[config.mk]
export PLATFORM = sky130hd
export DESIGN_NAME = if_stage
export DESIGN_NICKNAME = d
export VERILOG_FILES = /design/src/rtl/if_stage_pkg.sv /design/src/rtl/if_stage_fetch_hold.sv /design/src/rtl/if_stage.sv
export SDC_FILE = /design/constraint.sdc
export NUM_CORES = 1
export LEC_CHECK = 0
export BUFFER_PORTS_ARGS = -buffer_cell sky130_fd_sc_hd__buf_2
export CORE_UTILIZATION = 53
export DETAILED_ROUTE_END_ITERATION = 8
export PLACE_DENSITY = 0.9
export SLEW_MARGIN = 20
export SYNTH_ARGS = -nofsm -noshare
export SYNTH_HDL_FRONTEND = slang
export SYNTH_SLANG_ARGS = --single-unit
[constraint.sdc]
create_clock -name clk -period 7.2 [get_ports clk]
set_clock_uncertainty 0.2 [all_clocks]
set_input_delay 0.72 -clock clk [delete_from_list [all_inputs] [get_ports clk]]
set_output_delay 0.72 -clock clk [all_outputs]
set_load 0.01 [all_outputs]
[src/rtl/if_stage_pkg.sv]
// Shared constants and types for the DonkeyRISC instruction fetch stage.
// Optional BIOS fetch path is enabled by defining FETCH_BIOS_EN.
package if_stage_pkg;

    localparam int unsigned XLEN    = 32;
    localparam int unsigned IMEM_AW = 14;
    localparam int unsigned BIOS_AW = 12;

    localparam logic [XLEN-1:0] INST_NOP      = 32'h0000_0013;
    localparam logic [XLEN-1:0] PC_RESET_BIOS = 32'h4000_0000;
    localparam logic [XLEN-1:0] PC_RESET_IMEM = 32'h1000_0000;
    localparam logic [3:0]      BIOS_REGION   = 4'h4;

    typedef enum logic [1:0] {
        IF_BOOT = 2'd0,
        IF_RUN  = 2'd1,
        IF_HOLD = 2'd2
    } if_state_e;

    // True when the PC lies in the BIOS address region.
    function automatic logic in_bios_region(input logic [XLEN-1:0] pc);
        return pc[XLEN-1:XLEN-4] == BIOS_REGION;
    endfunction

endpackage

[src/rtl/if_stage_fetch_hold.sv]
// Hold register for stalled fetch plus the RUN/HOLD instruction mux.
module if_stage_fetch_hold
    import if_stage_pkg::*;
(
    input  logic            clk,
    input  logic            rst,
    input  logic            capture,
    input  logic            use_hold,
    input  logic [XLEN-1:0] mem_data,
    output logic [XLEN-1:0] data
);

    logic [XLEN-1:0] hold_q;

    // Capture the instruction being presented when a stall begins.
    always_ff @(posedge clk or posedge rst) begin
        if (rst) begin
            hold_q <= INST_NOP;
        end else if (capture) begin
            hold_q <= mem_data;
        end
    end

    assign data = use_hold ? hold_q : mem_data;

endmodule

[src/rtl/if_stage.sv]
// DonkeyRISC instruction fetch stage: PC, boot sequence, stall hold, redirect kill.
// Define FETCH_BIOS_EN to add the BIOS fetch port and region-based source select.
module if_stage
    import if_stage_pkg::*;
#(
`ifdef FETCH_BIOS_EN
    parameter logic [31:0] RESET_PC = PC_RESET_BIOS
`else
    parameter logic [31:0] RESET_PC = PC_RESET_IMEM
`endif
) (
    input  logic               clk,
    input  logic               rst,
    input  logic               stall_i,
    input  logic               redirect_i,
    input  logic [XLEN-1:0]    redirect_pc_i,
    output logic [IMEM_AW-1:0] imem_addr_o,
    input  logic [XLEN-1:0]    imem_dout_i,
`ifdef FETCH_BIOS_EN
    output logic [BIOS_AW-1:0] bios_addr_o,
    input  logic [XLEN-1:0]    bios_dout_i,
`endif
    output logic [XLEN-1:0]    inst_o,
    output logic [XLEN-1:0]    pc_data_o,
    output logic               inst_valid_o
);

    if_state_e       state_q;
    if_state_e       state_d;
    logic [XLEN-1:0] pc_q;
    logic [XLEN-1:0] pc_next;
    logic            capture;
    logic            use_hold;
    logic [XLEN-1:0] mem_data;
    logic [XLEN-1:0] fetched;

    // Next fetch address: redirect beats boot/stall, which beat sequential.
    always_comb begin
        pc_next = pc_q + 32'd4;
        if (redirect_i) begin
            pc_next = redirect_pc_i & ~32'd3;
        end else if (state_q == IF_BOOT || stall_i) begin
            pc_next = pc_q;
        end
    end

    // PC of the data currently returning from memory.
    always_ff @(posedge clk or posedge rst) begin
        if (rst) begin
            pc_q <= RESET_PC;
        end else begin
            pc_q <= pc_next;
        end
    end

    // Fetch state register.
    always_ff @(posedge clk or posedge rst) begin
        if (rst) begin
            state_q <= IF_BOOT;
        end else begin
            state_q <= state_d;
        end
    end

    // Next state and hold-register control.
    always_comb begin
        state_d  = state_q;
        capture  = 1'b0;
        use_hold = 1'b0;
        case (state_q)
            IF_BOOT: state_d = IF_RUN;
            IF_RUN: begin
                if (stall_i && !redirect_i) begin
                    state_d = IF_HOLD;
                    capture = 1'b1;
                end
            end
            IF_HOLD: begin
                use_hold = 1'b1;
                if (!stall_i || redirect_i) begin
                    state_d = IF_RUN;
                end
            end
            default: state_d = IF_BOOT;
        endcase
    end

    assign imem_addr_o = pc_next[IMEM_AW+1:2];

`ifdef FETCH_BIOS_EN
    logic bios_sel_q;

    assign bios_addr_o = pc_next[BIOS_AW+1:2];

    // Source select tracks the address issued last cycle, matching read latency.
    always_ff @(posedge clk or posedge rst) begin
        if (rst) begin
            bios_sel_q <= in_bios_region(RESET_PC);
        end else begin
            bios_sel_q <= in_bios_region(pc_next);
        end
    end

    assign mem_data = bios_sel_q ? bios_dout_i : imem_dout_i;
`else
    assign mem_data = imem_dout_i;
`endif

    if_stage_fetch_hold u_fetch_hold (
        .clk      (clk),
        .rst      (rst),
        .capture  (capture),
        .use_hold (use_hold),
        .mem_data (mem_data),
        .data     (fetched)
    );

    // Output select with the redirect kill mask applied on top.
    always_comb begin
        inst_o       = INST_NOP;
        inst_valid_o = 1'b0;
        if (!redirect_i && (state_q == IF_RUN || state_q == IF_HOLD)) begin
            inst_o       = fetched;
            inst_valid_o = 1'b1;
        end
    end

    assign pc_data_o = pc_q;

endmodule

==> results of run 1 <==
[worst max-delay path: cells and delay by family]
family	cells	cell delay, ns
and+or+nand+nor	2	1.23
buffers and inverters	4	1.64
[area by class of cell]
class                           count  share of cell area (%)
Multi-Input combinational cell    263                    40.0
Sequential cell                    64                    35.6
Timing Repair Buffer              144                    16.1
Clock buffer                       14                    3.82
Tap cell                           77                    2.13
Clock inverter                      2                    1.33
Inverter                           12                   0.998
[power groups by stage]
stage | clock network [uW] | logic [uW] | registers (uW)
global placement | 0 | 509 | 549
detailed placement | 0 | 528 | 560
floorplan | 0 | 375 | 550
global route | 375 | 575 | 569
CTS | 361 | 530 | 553
finish | 352 | 523 | 554
[path summary, 6_finish.rpt]
kind / start / end / slack [ns] / depth (start not counted)
worst max-delay path: redirect_i / inst_o[1] / 2.67 / 6
worst min-delay path: u_fetch_hold.hold_q[31] / u_fetch_hold.hold_q[31] / 0.30 / 1
worst max register to register: state_q[0] / pc_data_o[18] / 4.09 / 6
worst min register to register: u_fetch_hold.hold_q[31] / u_fetch_hold.hold_q[31] / 0.30 / 1
max in group asynchronous: rst / state_q[1] / 5.86 / 3
min in group asynchronous: rst / u_fetch_hold.hold_q[5] / 0.43 / 3
[metrics by stage]
step	total power, uW	cell area, um^2
2_1_floorplan	926	3670
3_3_place_gp	1060	4280
3_5_place_dp	1090	4280
4_1_cts	1440	4510
5_1_grt	1520	4510
6_report	1430	4510
[Yosys cell counts (4+ instances only)]
cell	instances	area, um^2
dfrtp_1	60	1500
nor2_1	46	173
mux2i_1	34	340
mux2_2	32	360
nand2_1	29	109
clkbuf_1	17	63.8
buf_4	16	120
a31oi_1	15	93.8
or4_1	15	113
o21ai_0	14	70.1
inv_1	11	41.3
nand3_1	11	55.1
o31ai_1	11	82.6
xnor2_1	7	61.3
nor4_1	6	37.5
buf_1	5	18.8
nand4_1	5	31.3
dfstp_2	4	105
ha_1	4	50.1
nor3_1	4	20.0
or3_1	4	25.0
[kinds of logic (layout without fill, tap and decap cells)]
logic type / count (synthesis) / in the layout
muxes: 66 / 66
other: 1 / 2
DFF: 64 / 64
and+or+nand+nor: 130 / 130
xor gates and xnor gates: 9 / 9
buffers and inverters: 52 / 172
adders and majority gates: 4 / 4
AOI/OAI and AO/OA: 52 / 52
[layer usage]
metal / track usage, % / vias to the layer above / share of wire (%)
met5: 0 / - / 0
met4: 11.9 / 0 / 2.1
met3: 6.13 / 22 / 7.1
met2: 41.9 / 135 / 50
met1: 25.7 / 1557 / 41
li1: - / 1563 / -
[flip-flops by register name (all words and copies together), names as in the netlist]
signal,count
u_fetch_hold.hold_q,32
state_q,2
pc_data_o,30
==> summary.txt, run 1 <==
total grt overflow - 0
register area - 1610 um^2
number of diodes - 0
Critical Path, Cell by Cell - buf_2 -> clkinv_1 -> nand2_1 -> inv_1 -> nand2_1 -> buf_2
detailed-route wire length per cell - 14.6 um
Detail Route Antenna Nets - 0
Synth cell types - 39
Crit-path slowest cell - nand2_1
CTS buffer count - 9
final hold vios - 0
antenna violations before repair - 0
Mapped Cells - 378
Gate power share - 36.6%
number of remaining DRC errors - 0
Synth Area in Compound Gates - 8.94%
clock slew at reported path FFs - 0.06 ns
clk_lat worst skew - 0.32 ns
Min-Delay Path Class - register to register
Die W - 85.2 um
Max-Cap Viols - 0
Sw Pwr - 469 uW
Seq/Total Area, Yosys - 43.8%
EDFF count, synth - 0
Tightest Pin Transition - 1.05 ns
pin count of the biggest net entering global routing - 65
Final WS setup - 2.67 ns
DR vias - 3277
clock share of power - 24.6%
setup repair bufs after CTS - 0
GRT Total Usage - 23.5%
Vias/cell - 5.69
crit path DAT - 3.61 ns
Placed Instances - 560
Starting Density - 56.4%
switch share - 32.8%
clk buf depth - 2
Adder-Cell Fraction of Synth Area - 1.37%
min Tclk post-route - 4.53 ns
Seq cells post-synth - 64
Critical Path Start Type - input pin
Iteration-0 DRC Markers - 104
die height - 85.2 um
Max Freq - 0.221 GHz
non-filler cells, final - 576
fin nets - 566
maximum VDD drop - 0.000153 V
vias in the first global route - 3202
iteration count of the initial detailed-routing pass - 4
CTS tree - yes
commonest non-fill, non-tap cell in the layout - buf_2
Core Util, Final - 69.5%
Core Area - 6490 um^2
asr flop ratio synth - 100%
Post-Synth Simple-Gate Area - 17.5%
CTS resizes - 0
Avg Cell Area, Syn - 9.70 um^2
RSZ-0062 raised after global routing - false
Slew Limit Fails - 0
warnings from Yosys - 0
CP Capture Type - output pin
layout cells sized above 1 - 39.3%
layout overhead on the synthesized area - 23.1%
Multi-input gate area - 1810 um^2
Root Buffer - clkbuf_8
fin crit share - 62.9%
Slew HR - 30.3%
Primary FF master, synth - dfrtp_1
critical path class - input pin to output pin
dpl ws - 2.69 ns
Final Wtd Congestion - 0.778
crit-path max cell delay - 1.11 ns
overall routed net length - 8.44 mm
Sequential Power Share - 38.8%
die area - 7250 um^2
Placement Rows - 29
mapped cell area - 3670 um^2
FILL cells - 485
largest family of logic cells by synthesized area - multiplexers
post-detail-place hpwl - 5.94 mm
Worst EP required - 6.28 ns
Final setup viols - 0
worst hold slack - 0.305 ns
PwrDens - 317 nW/um^2
P_leak - 0.00207 uW
status - completed
H-Tree Depth - 3
Synth Area in XOR/XNOR - 2.15%
Top-Level Pins - 147
# hold bufs at CTS - 0
Buffers on Ports - 142
Int Pwr - 961 uW
most frequent cells in the layout - 142 x buf_2, 60 x dfrtp_1, 46 x nor2_1, 34 x mux2i_1, 32 x mux2_2
final setup TNS - 0 ns
post-synthesis mux area share - 19.1%
CP max FO - 35
first-pass GRT wire length - 13.6 mm
Clock Sinks - 64
Note: power is estimated with default switching activity, not from simulation.
==> inputs of run 2 (changes only) <==
- CORE_UTILIZATION: 53 -> 49
- PLACE_DENSITY: 0.9 -> 0.85
- clock period: 7.2 -> 4.5 ns (I/O delays scaled with it)
==> run 2 against run 1 <==
Global-route usage decreased by 2.2 points; routed wire length decreased by 3.6%; first-iteration DRC count increased by 3.8%; register-to-register slack got worse by 2.7 ns.
==> summary.txt, run 2 (synthesis results as in run 1) <==
status - completed (unchanged)
Starting Density - 50.5% (was 56.4%)
Min-Delay Startpoint - redirect_pc_i[21] (was u_fetch_hold.hold_q[31])
DP Area - 4320 um^2 (was 4280 um^2)
Critical Path Start Type - register (was input pin)
FILL cells - 615 (was 485)
crit path DAT - 3.16 ns (was 3.61 ns)
die height - 88.5 um (was 85.2 um)
number of diodes - 0 (unchanged)
CTS resizes - 0 (unchanged)
number of flip-flops in the largest register - 32 (unchanged)
GRT met3 Usage - 5.41% (was 6.13%)
total stage count of the critical path - 7 (was 6)
register area - 1610 um^2 (unchanged)
r2r startpoint - state_q[1] (was state_q[0])
vias in the first global route - 2980 (was 3202)
Max-Cap Viols - 0 (unchanged)
clock slew at reported path FFs - 0.07 ns (was 0.06 ns)
Vias/cell - 5.34 (was 5.69)
Final Instance Area - 4560 um^2 (was 4510 um^2)
met1 Usage GRT - 24.6% (was 25.7%)
Worst Reg-to-Reg Cells - 6 (unchanged)
# hold bufs at CTS - 0 (unchanged)
clock share of power - 26.0% (was 24.6%)
P_leak - 0.00207 uW (about the same)
Die W - 88.5 um (was 85.2 um)
Sw Pwr - 771 uW (was 469 uW)
CP Capture Type - output pin (unchanged)
total power - 2320 uW (was 1430 uW)
number of remaining DRC errors - 0 (unchanged)
CP max FO - 17 (was 35)
fin nets - 567 (was 566)
Slew HR - 29.2% (was 30.3%)
antenna violations before repair - 0 (unchanged)
Largest Register - u_fetch_hold.hold_q (unchanged)
clk buf depth - 2 (unchanged)
overall routed net length - 8.14 mm (was 8.44 mm)
Placement Rows - 31 (was 29)
Sequential Power Share - 38.2% (was 38.8%)
maximum VDD drop - 0.000243 V (was 0.000153 V)
Max Freq - 0.263 GHz
GRT Total Usage - 21.3% (was 23.5%)
Final Wtd Congestion - 0.806 (was 0.778)
met2 usage - 38.0% (was 41.9%)
H-Tree Depth - 3 (unchanged)
PwrDens - 508 nW/um^2 (was 317 nW/um^2)
Worst Setup SP - state_q[1] (was redirect_i)
Top-Level Pins - 147 (unchanged)
switch share - 33.3% (was 32.8%)
final hold vios - 0 (unchanged)
CTS tree - yes (unchanged)
Min-Delay Path Class - input pin to register (was register to register)
Crit path top cell by count - or4_1
DR vias - 3198 (was 3277)
layout overhead on the synthesized area - 24.4% (was 23.1%)
Final WS setup - 0.691 ns (was 2.67 ns)
detailed-route wire length per cell - 13.6 um (was 14.6 um)
setup repair bufs after CTS - 0 (unchanged)
Final setup viols - 0 (unchanged)
Iteration-0 DRC Markers - 108 (was 104)
most frequent cells in the layout - 142 x buf_2, 60 x dfrtp_1, 46 x nor2_1, 34 x mux2i_1, 32 x mux2_2 (unchanged)
commonest non-fill, non-tap cell in the layout - buf_2 (unchanged)
Hold Path Depth - 3 (was 1)
layout cells sized above 1 - 39.8% (was 39.3%)
total grt overflow - 0 (unchanged)
WP buf/inv - 2 (was 4)
post-detail-place hpwl - 5.75 mm (was 5.94 mm)
Clock Sinks - 64 (unchanged)
critical path class - register to output pin (was input pin to output pin)
Detail Route Antenna Nets - 0 (unchanged)
CTS buffer count - 9 (unchanged)
Tightest Pin Transition - 1.06 ns (was 1.05 ns)
Slew Limit Fails - 0 (unchanged)
Worst EP required - 3.85 ns (was 6.28 ns)
Root Buffer - clkbuf_8 (unchanged)
die area - 7830 um^2 (was 7250 um^2)
Core Area - 7250 um^2 (was 6490 um^2)
CP delay by family, top - simple AND/OR/NAND/NOR gates (was buffers and inverters)
Crit-path slowest cell - or4_1 (was nand2_1)
min Tclk post-route - 3.81 ns
RSZ-0062 raised after global routing - false (unchanged)
Int Pwr - 1550 uW (was 961 uW)
clk_lat worst skew - 0.34 ns (was 0.32 ns)
Buffers on Ports - 142 (unchanged)
Critical Path, Cell by Cell - inv_1 -> ha_1 -> or3b_1 -> or4_1 -> or4_1 -> nand3_1 -> buf_2 (was buf_2 -> clkinv_1 -> nand2_1 -> inv_1 -> nand2_1 -> buf_2)
GR peak layer - met2 (unchanged)
fin crit share - 84.6%
iteration count of the initial detailed-routing pass - 4 (unchanged)
crit-path max cell delay - 0.83 ns (was 1.11 ns)
pin count of the biggest net entering global routing - 65 (unchanged)
final setup TNS - 0 ns (unchanged)
Gate power share - 35.9% (was 36.6%)
first-pass GRT wire length - 13.0 mm (was 13.6 mm)
Multi-input gate area - 1810 um^2 (unchanged)
dpl ws - 1.03 ns (was 2.69 ns)
==> run 2: final timing paths <==
kind | endpoint | slack, ns
max | imem_addr_o[12] | 0.69
min | pc_data_o[21] | 0.12
max reg2reg | pc_data_o[18] | 1.41
min reg2reg | u_fetch_hold.hold_q[14] | 0.31
max in group asynchronous | pc_data_o[2] | 3.43
min in group asynchronous | pc_data_o[19] | 0.15
==> run 2: metal layers <==
| metal | part of all wire [%] | vias to the layer above | wire length, um |
|---|---|---|---|
| li1 | - | 1572 | - |
| met1 | 42 | 1506 | 3420 |
| met2 | 50 | 110 | 4080 |
| met3 | 6.6 | 10 | 536 |
| met4 | 1.2 | 0 | 99 |
| met5 | 0 | - | 0 |
==> run 2: worst min-delay path: cells and delay by family <==
kind,cells,cell delay (ns)
buf+inv,1,0.07
simple gates,2,0.09
==> run 2: area by class of cell <==
class	instances	area share (%)
multi-input cells	263	39.6
flip-flops and latches	64	35.2
repair buffers	145	16.1
clock buffers	9	2.72
well taps	99	2.72
clock inverters	7	2.63
inverters	12	0.988
==> run 2: through the flow <==
stage | cells | utilization [%] | hold slack, ns
floorplan | 379 | - | 0.279
global placement | 583 | 59.5 | 0.285
detailed placement | 583 | 59.5 | 0.294
CTS | 599 | 62.9 | 0.107
global route | 599 | 62.9 | 0.121
finish | 599 | 62.9 | 0.123
==> run 2: power by group through the flow <==
stage	sequential (uW)	combinational, uW	clock, uW
after floorplan	880	601	0
after global placement	877	816	0
after detailed placement	896	845	0
after CTS	884	846	616
after global routing	909	931	637
final	885	831	602
